`src/rtl/paddle_motion_unit.sv`:
```
// Paddle motion for one player: button sync and debounce, direction select,
// move-rate divider and clamped Y position.
module paddle_motion_unit #(
  parameter int unsigned DEBOUNCE_WIDTH_IN_CLOCKS       = 50,
  parameter int unsigned POSITION_CHANGE_FREQ_IN_CLOCKS = 10,
  parameter int unsigned TOTAL_HEIGHT                   = 480,
  parameter int unsigned PADDLE_HEIGHT                  = 80,
  parameter int unsigned BORDER_PIXEL_WIDTH             = 8,
  parameter int unsigned INITIAL_PADDLE_Y               = 200,
  parameter int unsigned HEIGHT_COUNTER_SIZE            = $clog2(TOTAL_HEIGHT + 1)
) (
  input  logic                         clk,
  input  logic                         rst,
  input  logic                         button_up,
  input  logic                         button_down,
  output logic [HEIGHT_COUNTER_SIZE:0] paddle_pos,
  output logic                         moving,
  output logic                         at_top,
  output logic                         at_bottom
);

  localparam int unsigned POS_W   = HEIGHT_COUNTER_SIZE + 1;
  localparam int unsigned MIN_Y   = BORDER_PIXEL_WIDTH;
  localparam int          MAX_Y_S = int'(TOTAL_HEIGHT) - int'(BORDER_PIXEL_WIDTH)
                                    - int'(PADDLE_HEIGHT);
  localparam int unsigned MAX_Y   = (MAX_Y_S < 0) ? 0 : unsigned'(MAX_Y_S);
  localparam int unsigned DB_W    = ($clog2(DEBOUNCE_WIDTH_IN_CLOCKS + 1) < 1) ? 1
                                    : $clog2(DEBOUNCE_WIDTH_IN_CLOCKS + 1);
  localparam int unsigned RATE_W  = ($clog2(POSITION_CHANGE_FREQ_IN_CLOCKS + 1) < 1) ? 1
                                    : $clog2(POSITION_CHANGE_FREQ_IN_CLOCKS + 1);

  if (MAX_Y_S < int'(MIN_Y)) begin : g_chk_range
    $error("paddle_motion_unit: MAX_Y below MIN_Y");
  end
  if (INITIAL_PADDLE_Y < MIN_Y || INITIAL_PADDLE_Y > MAX_Y) begin : g_chk_init
    $error("paddle_motion_unit: INITIAL_PADDLE_Y outside [MIN_Y, MAX_Y]");
  end
  if (DEBOUNCE_WIDTH_IN_CLOCKS < 1 || POSITION_CHANGE_FREQ_IN_CLOCKS < 1) begin : g_chk_rate
    $error("paddle_motion_unit: rate parameters must be >= 1");
  end

  typedef enum logic [1:0] {
    DIR_IDLE = 2'd0,
    DIR_UP   = 2'd1,
    DIR_DOWN = 2'd2
  } dir_e;

  logic [1:0] btn_raw;
  logic [1:0] sync_meta;
  logic [1:0] sync_q;
  logic [1:0] stable;

  assign btn_raw = {button_down, button_up};

  // Two-flop synchronizer, bit 0 = up, bit 1 = down
  always_ff @(posedge clk or posedge rst) begin
    if (rst) begin
      sync_meta <= '0;
      sync_q    <= '0;
    end else begin
      sync_meta <= btn_raw;
      sync_q    <= sync_meta;
    end
  end

  // A new level is accepted only after DEBOUNCE_WIDTH_IN_CLOCKS consecutive mismatches
  for (genvar b = 0; b < 2; b++) begin : g_db
    logic [DB_W-1:0] cnt_q;
    logic            stable_q;

    always_ff @(posedge clk or posedge rst) begin
      if (rst) begin
        cnt_q    <= '0;
        stable_q <= 1'b0;
      end else if (sync_q[b] == stable_q) begin
        cnt_q <= '0;
      end else if (cnt_q == DB_W'(DEBOUNCE_WIDTH_IN_CLOCKS - 1)) begin
        cnt_q    <= '0;
        stable_q <= sync_q[b];
      end else begin
        cnt_q <= cnt_q + DB_W'(1);
      end
    end

    assign stable[b] = stable_q;
  end

  dir_e              dir_q;
  dir_e              dir_c;
  logic [RATE_W-1:0] rate_q;
  logic [RATE_W-1:0] rate_c;
  logic [POS_W-1:0]  pos_c;

  // Direction select, rate divider and clamped step
  always_comb begin
    dir_c  = DIR_IDLE;
    rate_c = '0;
    pos_c  = paddle_pos;

    case (stable)
      2'b01:   dir_c = DIR_UP;
      2'b10:   dir_c = DIR_DOWN;
      default: dir_c = DIR_IDLE;
    endcase

    if (dir_c == dir_q && dir_q != DIR_IDLE) begin
      if (rate_q == RATE_W'(POSITION_CHANGE_FREQ_IN_CLOCKS - 1)) begin
        rate_c = '0;
        if (dir_q == DIR_UP && paddle_pos > POS_W'(MIN_Y)) begin
          pos_c = paddle_pos - POS_W'(1);
        end else if (dir_q == DIR_DOWN && paddle_pos < POS_W'(MAX_Y)) begin
          pos_c = paddle_pos + POS_W'(1);
        end
      end else begin
        rate_c = rate_q + RATE_W'(1);
      end
    end
  end

  always_ff @(posedge clk or posedge rst) begin
    if (rst) begin
      dir_q      <= DIR_IDLE;
      rate_q     <= '0;
      paddle_pos <= POS_W'(INITIAL_PADDLE_Y);
      moving     <= 1'b0;
      at_top     <= (INITIAL_PADDLE_Y == MIN_Y);
      at_bottom  <= (INITIAL_PADDLE_Y == MAX_Y);
    end else begin
      dir_q      <= dir_c;
      rate_q     <= rate_c;
      paddle_pos <= pos_c;
      moving     <= (dir_c != DIR_IDLE);
      at_top     <= (pos_c == POS_W'(MIN_Y));
      at_bottom  <= (pos_c == POS_W'(MAX_Y));
    end
  end

endmodule

```
`config.mk`:
```
export PLATFORM = sky130hd
export DESIGN_NAME = paddle_motion_unit
export DESIGN_NICKNAME = d
export VERILOG_FILES = /design/src/rtl/paddle_motion_unit.sv
export SDC_FILE = /design/constraint.sdc
export NUM_CORES = 1
export LEC_CHECK = 0
export BUFFER_PORTS_ARGS = -buffer_cell sky130_fd_sc_hd__buf_4
export CAP_MARGIN = 15
export CORE_MARGIN = 5
export CORE_UTILIZATION = 53
export DETAILED_ROUTE_END_ITERATION = 6
export PLACE_DENSITY_LB_ADDON = 0.05
export REMOVE_ABC_BUFFERS = 1
export SETUP_SLACK_MARGIN = 0.3
export SLEW_MARGIN = 20
export SYNTH_ARGS = -nofsm -noshare
export SYNTH_HDL_FRONTEND = slang
export SYNTH_SLANG_ARGS = --single-unit
```
`constraint.sdc`:
```
create_clock -name clk -period 2.3 [get_ports clk]
set_clock_uncertainty 0.1 [all_clocks]
set_input_delay 0.46 -clock clk [delete_from_list [all_inputs] [get_ports clk]]
set_output_delay 0.46 -clock clk [all_outputs]
set_load 0.1 [all_outputs]
```
# ---- After elaboration in Yosys (flattened, before gate mapping)
# Cells that the tools add are included.
dict set report op_classes {
  n_addsub 5
  order_cmp 2
  n_eq_ne 12
  mux 11
  n_bitwise 2
  reduce_logical 7
}
# cell count
set ops {}
lappend ops {{10-bit two-way mux} 4}
lappend ops {{6-bit two-way mux} 4}
lappend ops {{6-bit by 1-bit adder with 6-bit output, second input constant} 2}
lappend ops {{6-bit == test, second input constant} 2}
lappend ops {{10-bit by 1-bit adder with 10-bit output, second input constant} 1}
lappend ops {{10-bit by 4-bit == test with 1-bit output, second input constant} 1}
lappend ops {{10-bit by 9-bit == test with 1-bit output, second input constant} 1}
lappend ops {{10-bit by 4-bit > comparator with 1-bit output, second input constant} 1}
lappend ops {{10-bit by 9-bit < comparator with 1-bit output, second input constant} 1}
lappend ops {{10-bit by 1-bit subtractor with 10-bit output, second input constant} 1}
lappend ops {{4-bit two-way mux} 2}
lappend ops {{4-bit by 1-bit adder with 4-bit output, second input constant} 1}
lappend ops {{2-bit by 1-bit == test with 1-bit output, second input constant} 2}
lappend ops {{2-bit == test, second input constant} 2}
lappend ops {{4-bit == test, second input constant} 1}
lappend ops {{2-bit case mux with 2 select lines} 1}
lappend ops {{2-bit AND reduction} 2}
lappend ops {{2-bit nonzero test} 2}
lappend ops {{1-bit logical AND} 3}
lappend ops {{1-bit == test} 2}
lappend ops {{2-bit == test} 1}
lappend ops {{1-bit NOT} 2}
dict set report totals {
  ff_bits 37
  inputBits 4
  output_inout_bits 13
  elab_cells 51
}

# ---- Logic depth before layout (Yosys ltp)
# Gate-level depths: netlist of run 1.
dict set report depth {
  depth_word 7
  depth_mapped 9
  mapped_depth_nobuf 8
}

# ---- Worst setup path before layout of run 1
# OpenSTA, ideal clock, no wires.
dict set report synth_timing {
  path_type {reg-to-reg}
  start {reg paddle_pos[1]}
  end {reg at_bottom}
  setup_time_ns 0.095
  t_arrival_ns 2.937
  required_time_ns 2.105
  setup_slack_ns -0.832
  path_stages_with_launch 8
  path_buffers 0
  period_less_slack_ns 3.132
  cell_sequence {dfrtp_1 -> ha_1 -> nand3_1 -> or4_1 -> o31a_1 -> or4_1 -> a22oi_1 -> nor4b_2}
}
dict set report synth_via {
  elab_chain_len 7
  word_cells_on_any_way 11
  classes_between {add/sub: 2; order compare: 2; eq/ne: 1; mux: 4; reduce/logical: 2}
}
# item line
set synth_lines {}
lappend synth_lines {{start, declared} 16} ;# output logic [HEIGHT_COUNTER_SIZE:0] paddle_pos,
lappend synth_lines {{start signal, assigned} 124} ;# paddle_pos <= POS_W'(INITIAL_PADDLE_Y);
lappend synth_lines {{start signal, assigned} 131} ;# paddle_pos <= pos_c;
lappend synth_lines {{10-bit by 9-bit < comparator with 1-bit output} 111} ;# end else if (dir_q == DIR_DOWN && paddle_pos < POS_W'(MAX_Y)) begin
lappend synth_lines {{1-bit logical AND} 111}
lappend synth_lines {{10-bit two-way mux} 111}
lappend synth_lines {{10-bit two-way mux} 109} ;# if (dir_q == DIR_UP && paddle_pos > POS_W'(MIN_Y)) begin
lappend synth_lines {{10-bit two-way mux} 107} ;# if (rate_q == RATE_W'(POSITION_CHANGE_FREQ_IN_CLOCKS - 1)) begin
lappend synth_lines {{10-bit two-way mux (*)} 106} ;# if (dir_c == dir_q && dir_q != DIR_IDLE) begin
lappend synth_lines {{10-bit by 9-bit == test with 1-bit output (*)} 134} ;# at_bottom <= (pos_c == POS_W'(MAX_Y));
lappend synth_lines {{end signal, assigned} 127} ;# at_bottom <= (INITIAL_PADDLE_Y == MAX_Y);
lappend synth_lines {{end signal, assigned} 134}
lappend synth_lines {{end, declared} 19} ;# output logic at_bottom
# Mark *: on every way between the ends. The rest lies on a longest branch, timed or not.
# A chain may end at the register's enable or synchronous reset.

# ---- Worst setup path after layout of run 1
dict set report layout_timing {
  start {reg dir_q[1]}
  end {reg at_bottom}
}
dict set report layout_via {
  elab_chain_len 7
  word_cells_on_any_way 12
  classes_between {eq/ne: 4; mux: 4; reduce/logical: 4}
}
# item line
set layout_lines {}
lappend layout_lines {{start, declared} 88} ;# dir_e dir_q;
lappend layout_lines {{start signal, assigned} 129} ;# dir_q <= dir_c;
lappend layout_lines {{2-bit == test} 111}
lappend layout_lines {{1-bit logical AND} 111}
lappend layout_lines {{10-bit two-way mux} 111}
lappend layout_lines {{10-bit two-way mux} 109}
lappend layout_lines {{10-bit two-way mux} 107}
lappend layout_lines {{10-bit two-way mux (*)} 106}
lappend layout_lines {{10-bit by 9-bit == test with 1-bit output (*)} 134}
# Marked as above.

==> results.md, run 1 <==
* Status: finished, violations left
* Failing checks: setup timing
* Sink Count at 37
* Vias in the first global route at 1896
* Die W at 72.79 um
* P_leak at 1.370 nW
* Cell breakdown of the critical path: or4bb_1 -> a311o_1 -> a211o_1 -> a221oi_2 -> o211ai_1 -> nor4b_2
* Kind of critical path: reg2reg
* Clk root buf: clkbuf_8
* Worst setup margin at -0.2035 ns
* RSZ-0062 raised after global routing: yes
* Slowest CP cell: or4bb_1
* Worst-Margin Slew at 0.4619 ns
* Max stage delay on crit path at 0.56 ns
* Detail-routed via count per cell at 5.789
* Warnings from Yosys at 0
* I/O Pins at 17
* CP required at 2.39 ns
* Initial antenna violation count at 0
* Top cells by area, synth: dfrtp_1, ha_1, nor2_1, dfstp_2, xnor2_1
* Met3 WL at 253 um
* Detailed Place HPWL at 3.670 mm
* Yosys cell types at 58
* Dpl cells at 313
* Filler cells at 253
* Clk slew on worst S/H paths at 0.07 ns
* Worst Path Max Fanout at 5
* CTS HTree Levels at 2
* Final setup viols at 3
* Fin util at 0.7991
* Die Ht at 72.79 um
* Final Wtd Congestion at 0.9270
* Max-slew headroom at 0.6920
* Worst hold slack at 0.1871 ns
* Vias at 1951
* Nets at 302
* Total Power at 1.138 mW
* R2R Path Start: dir_q[1]$_DFF_PP0_
* Sequential fraction of the synthesis area at 0.4449
* Clk buf depth at 2
* Final global-route overflow total at 0
* DRT iter0 DRCs at 111
* Num CTS Buffers at 5
* Min Tclk post-route at 2.504 ns
* Met1 wire length at 2.351 mm
* Cells after Synth at 204
* Area growth from synthesis to layout at 43.17%
* Pin count of the biggest net entering global routing at 38
* GRT Overall Usage at 0.2110
* Worst path bufs/invs at 0
* Max Clk Rate at 0.3994 GHz
* Fin. Hold Viols at 0
* Hold WC Path Type: in2async
* Layout cell share with drive strength beyond 1 at 0.4671
* Number of flops mapped to enable cells by yosys at 0
* Async S/R FF share, synth at 1.000
* Worst setup startpoint: dir_q[1]$_DFF_PP0_
* Row cnt at 22
* Power Dens Cells at 380.5 nW/um^2
* Syn_area_per_cell at 10.24 um^2
* Wire length per cell at 17.11 um
* Count of input and output buffers at 16
* Top FF cell, synth: dfrtp_1
* TritonCTS clock tree: done
* Global-route wire length before repair at 8.687 mm
* Clk_lat worst skew at 0.28 ns
* Critical Path End Type: flip-flop
* Starting Density at 0.5582
* CTS hold repair buffers at 0
* Cell area after synthesis at 2090 um^2
* Maximum vdd drop at 0.4806 mV
* Drt pass-1 iters at 4
* Arrival @ worst endpoint at 2.60 ns
* Met2 Wirelength at 2.956 mm
* Leading area contributor after synthesis: dfrtp_1
* WL final at 5.767 mm
* Antenna fix cells at 0
* Nature of the critical path startpoint: flip-flop
* Synth top area share at 0.4072
* Finished Layout Cells at 337
* Maxcap violations at 0
* Crit path max-delay family: compound AO/OA/AOI/OAI gates
* #FFs+latches synth at 37
* Die area at 5298 um^2
* Final period utilization at 1.088
* DRC viols at 0
* Max-slew violation count at 0
* Top sig layer: met4
* Final ANT Viol Nets at 0
* Core Region at 3744 um^2
==> kinds of logic after synthesis <==
kind of cell,Yosys count,synth area share
buf+inv,17,0.03892
mux,2,0.01078
flops,37,0.4449
simple gates,86,0.2246
fa+ha+maj,10,0.05988
xor+xnor,16,0.06707
compound gates,36,0.1539
==> cells in the mapped netlist (all sizes together), types with 2 or more instances <==
cell    number
nand4        6
nand3        9
a211oi       2
o311ai       2
or2          2
xnor2        8
nor3         3
a21oi        4
or4          4
nor4         3
mux2         2
nor2        28
a211o        4
nand2       16
or3          4
dfrtp       34
buf          5
xor2         8
o21ai        5
nor4b        3
inv         11
o211ai       2
dfstp        3
o21a         2
ha          10
==> state kept, by name, indices dropped and copies added (netlist names) <==
name	flops
rate_q	4
at_top	1
g_db.stable_q	2
paddle_pos	10
sync_meta	2
at_bottom	1
g_db.cnt_q	12
dir_q	2
moving	1
sync_q	2
==> stage by stage <==
step	setup slack, ns	TNS (ns)	area [um^2]
finish	-0.2035	-0.4460	2992
global route	-0.3510	-0.9335	2992
CTS	-0.1914	-0.4019	2806
detailed placement	-0.2841	-0.8784	2613
global placement	-0.2086	-0.5092	2613
floorplan	-0.8322	-5.068	2049
==> per-layer routing <==
| metal | vias up | GRT usage |
|---|---|---|
| met5 | - | 0 |
| met4 | 0 | 0.1025 |
| met3 | 19 | 0.03581 |
| met2 | 64 | 0.3707 |
| met1 | 961 | 0.2474 |
| li1 | 907 | - |
==> report_power, final <==
group	switching, mW	internal [mW]	leakage, nW
clock network	0.209	0.215	0.0395
registers	0.0102	0.663	0.490
logic	0.0257	0.0149	0.841
total	0.245	0.893	1.37
==> layout by cell type, fill, tap and decap left out, types with 4 or more instances in the layout <==
cell,instances
buf_6,6
a211o_1,4
or3_1,4
xor2_1,7
ha_1,8
nand4_1,6
dfrtp_1,33
nor2_1,25
buf_4,77
xnor2_1,7
nand2_1,15
nand3_1,9
inv_1,9
clkbuf_8,5
==> final timing paths <==
kind / end / slack (ns) / cells past startpoint
min: g_db[1].cnt_q[3]$_DFF_PP0_ / 0.19 / 3
max in group asynchronous: paddle_pos[1]$_DFF_PP0_ / 1.57 / 3
min reg2reg: sync_q[0]$_DFF_PP0_ / 0.26 / 0
max reg2reg: at_bottom$_DFF_PP0_ / -0.20 / 6
max: at_bottom$_DFF_PP0_ / -0.20 / 6
min in group clk: sync_meta[0]$_DFF_PP0_ / 0.19 / 1
==> worst reg2reg max path, delay by kind of cell, from the launching register on <==
kind / cells / cell delay (ns)
compound gates: 4 / 1.08
flops: 1 / 0.44
simple gates: 2 / 0.81
==> what timing repair did <==
item | CTS | global route
resized for setup | 18 | 27
pin swaps | 24 | 15
endpoints found under the setup margin | 11 | 11
buffers inserted | 5 | 11
==> final cells by class <==
cell class | count | area, um^2 | area share
well taps | 48 | 60.06 | 0.02008
inverters | 11 | 41.29 | 0.01380
multi-input cells | 150 | 1234 | 0.4124
flip-flops and latches | 37 | 930.9 | 0.3112
repair buffers | 83 | 645.6 | 0.2158
clock buffers | 8 | 80.08 | 0.02677
Note: power is estimated with default switching activity, not from simulation.
==> run 2: changes to the inputs <==
--- a/config.mk
+++ b/config.mk
@@ -11,6 +11,7 @@
 export CORE_UTILIZATION = 53
 export DETAILED_ROUTE_END_ITERATION = 6
 export PLACE_DENSITY_LB_ADDON = 0.05
+export RECOVER_POWER = 25
 export REMOVE_ABC_BUFFERS = 1
 export SETUP_SLACK_MARGIN = 0.3
 export SLEW_MARGIN = 20
==> run 2 against run 1 <==
  * The flow still finishes with violations (setup timing)
  * Via count decreased by 0.10%
  * Sequential cell count unchanged
  * Largest cell class unchanged
  * Clock-buffer cell count unchanged
  * Global-route usage unchanged
  * Total power decreased by 0.17%
  * Critical path type unchanged
  * First-iteration DRC count increased by 3.6%
  * Non-clock buffer count unchanged
  * Worst setup slack improved by 0.0050 ns
==> results.md, run 2 (synthesis results as in run 1) <==
* Cell depth of the worst setup path at 6 (unchanged)
* Count of input and output buffers at 16 (unchanged)
* DRC viols at 0 (unchanged)
* Detailed Place HPWL at 3.670 mm (unchanged)
* Num CTS Buffers at 5 (unchanged)
* Final ANT Viol Nets at 0 (unchanged)
* Die W at 72.79 um (unchanged)
* Final global-route overflow total at 0 (unchanged)
* Vias in the first global route at 1896 (unchanged)
* Initial antenna violation count at 0 (unchanged)
* RSZ-0062 raised after global routing: yes (unchanged)
* CP required at 2.39 ns (about the same)
* GRT Overall Usage at 0.2110 (unchanged)
* Final setup viols at 3 (unchanged)
* Worst setup startpoint: dir_q[1]$_DFF_PP0_ (unchanged)
* Sw Share at 0.2150 (was 0.2155)
* Global-route wire length before repair at 8.687 mm (unchanged)
* Crit path max-delay family: compound AO/OA/AOI/OAI gates (unchanged)
* Vias at 1949 (was 1951)
* Filler cells at 253 (unchanged)
* Clk_lat worst skew at 0.28 ns (about the same)
* P_int at 0.8921 mW (was 0.8930 mW)
* Worst Setup EP: at_bottom$_DFF_PP0_ (unchanged)
* Flop pwr share at 0.593 (was 0.591)
* Slowest CP cell: or4bb_1 (unchanged)
* Area growth from synthesis to layout at 43.05% (was 43.17%)
* Pre-CTS setup slack at -0.2841 ns (unchanged)
* Worst path bufs/invs at 0 (unchanged)
* Clk pwr share at 0.373 (about the same)
* Maximum vdd drop at 0.4790 mV (was 0.4806 mV)
* Sw power at 0.2444 mW (was 0.2454 mW)
* Pin count of the biggest net entering global routing at 38 (unchanged)
* Hold WC Path Type: in2reg (was in2async)
* Reg with most FFs: g_db.cnt_q (unchanged)
* Min Tclk post-route at 2.499 ns (was 2.504 ns)
* TritonCTS clock tree: done (unchanged)
* Largest regs: g_db.cnt_q x12, paddle_pos x10, rate_q x4 (unchanged)
* Clk root buf: clkbuf_8 (unchanged)
* Arrival @ worst endpoint at 2.59 ns (was 2.60 ns)
* Layout cell share with drive strength beyond 1 at 0.4671 (unchanged)
* Clk buf depth at 2 (unchanged)
* Worst-Margin Slew at 0.8937 ns (was 0.4619 ns)
* Final period utilization at 1.086 (was 1.088)
* Worst setup margin at -0.1985 ns (was -0.2035 ns)
* Final Wtd Congestion at 0.9270 (unchanged)
* Max-slew headroom at 0.4042 (was 0.6920)
* Critical Path End Type: flip-flop (unchanged)
* WL final at 5.812 mm (was 5.767 mm)
* CTS HTree Levels at 2 (unchanged)
* I/O Pins at 17 (unchanged)
* Worst R2R Path Depth at 6 (unchanged)
* Status: finished, violations left (unchanged)
* R2R Path Start: dir_q[1]$_DFF_PP0_ (unchanged)
* Starting Density at 0.5582 (unchanged)
* Max stage delay on crit path at 0.56 ns (about the same)
* Wire length per cell at 17.25 um (was 17.11 um)
* P_leak at 1.369 nW (was 1.370 nW)
* Worst r2r dst: at_bottom$_DFF_PP0_ (unchanged)
* CTS hold repair buffers at 0 (unchanged)
* Drt pass-1 iters at 4 (unchanged)
* Max Clk Rate at 0.4002 GHz (was 0.3994 GHz)
* Core Region at 3744 um^2 (unchanged)
* Nature of the critical path startpoint: flip-flop (unchanged)
* Clk slew on worst S/H paths at 0.07 ns (about the same)
* Max-slew violation count at 0 (unchanged)
* Logic pwr share at 0.035 (was 0.036)
* Failing checks: setup timing (unchanged)
* DRT iter0 DRCs at 115 (was 111)
* Sink Count at 37 (unchanged)
* Die area at 5298 um^2 (unchanged)
* Most frequent cells in the layout: buf_4, dfrtp_1, nor2_1 (unchanged)
* Fin. Hold Viols at 0 (unchanged)
* Fin area at 2989 um^2 (was 2992 um^2)
* Power Dens Cells at 380.2 nW/um^2 (was 380.5 nW/um^2)
* Die Ht at 72.79 um (unchanged)
* Most common cell after layout, fill and taps aside: buf_4 (unchanged)
* Nets at 302 (unchanged)
* Total Power at 1.136 mW (was 1.138 mW)
* Cell Area, Placed at 2613 um^2 (unchanged)
* Worst Path Max Fanout at 5 (unchanged)
* FF-to-FF setup slack at -0.20 ns (about the same)
* Fin util at 0.7985 (was 0.7991)
* Kind of critical path: reg2reg (unchanged)
* Cell breakdown of the critical path: or4bb_1 -> a311o_1 -> a211o_1 -> a221oi_2 -> o211ai_1 -> nor4b_2 (unchanged)
* Antenna fix cells at 0 (unchanged)
* Row cnt at 22 (unchanged)
* Detail-routed via count per cell at 5.783 (was 5.789)
* Maxcap violations at 0 (unchanged)
* Max reg flops at 12 (unchanged)
[run 2: changes by cell type in the layout (fill, tap and decap cells not counted)]
| cell | before | now |
|---|---|---|
| clkbuf_2 | 0 | 1 |
| buf_4 | 77 | 73 |
| clkbuf_4 | 0 | 3 |
[run 2: what timing repair did]
| action | 4_1_cts | 5_1_grt |
|---|---|---|
| buffers inserted | 5 | 11 |
| gates resized for setup | 18 | 27 |
| setup endpoints to repair | 11 | 11 |
| pin swaps | 24 | 15 |
| hold endpoints to repair | 0 | 0 |
[run 2: worst min path at each step]
stage	startpoint	end	slack, ns	cells past startpoint
2_1_floorplan	sync_meta[0]$_DFF_PP0_	sync_q[0]$_DFF_PP0_	0.23	0
3_3_place_gp	sync_meta[1]$_DFF_PP0_	sync_q[1]$_DFF_PP0_	0.24	0
3_5_place_dp	sync_meta[1]$_DFF_PP0_	sync_q[1]$_DFF_PP0_	0.24	0
4_1_cts	button_up	sync_meta[0]$_DFF_PP0_	0.18	1
5_1_grt	button_up	sync_meta[0]$_DFF_PP0_	0.20	1
6_report	button_up	sync_meta[0]$_DFF_PP0_	0.21	1
[run 2: stage by stage]
stage	TNS [ns]	instances	hold slack, ns
global route	-0.9335	337	0.2028
floorplan	-5.068	198	0.2312
CTS	-0.4019	326	0.1821
detailed placement	-0.8784	313	0.2417
finish	-0.4340	337	0.2089
global placement	-0.5092	313	0.2402
[run 2: routing by layer]
metal  global-route usage  up-vias  wire [um]
li1                     -      904          -
met1               0.2474      970       2456
met2               0.3707       54       2932
met3              0.03581       21        199
met4               0.1025        0        224
met5                    0        -          0
[run 2: area by class of cell]
cell class / count / area [um^2] / area share
timing repair buffer: 83 / 643.1 / 0.2152
sequential: 37 / 930.9 / 0.3114
clock buffer: 8 / 80.08 / 0.02679
tap: 48 / 60.06 / 0.02009
inverter: 11 / 41.29 / 0.01381
multi-input combinational: 150 / 1234 / 0.4127
[run 2: power by group through the flow]
stage / clock, mW / sequential, mW / combinational (mW)
finish: 0.424 / 0.673 / 0.0394
global route: 0.466 / 0.675 / 0.0471
CTS: 0.434 / 0.673 / 0.0420
global placement: 0 / 0.684 / 0.0373
floorplan: 0 / 0.683 / 0.0279
detailed placement: 0 / 0.685 / 0.0420
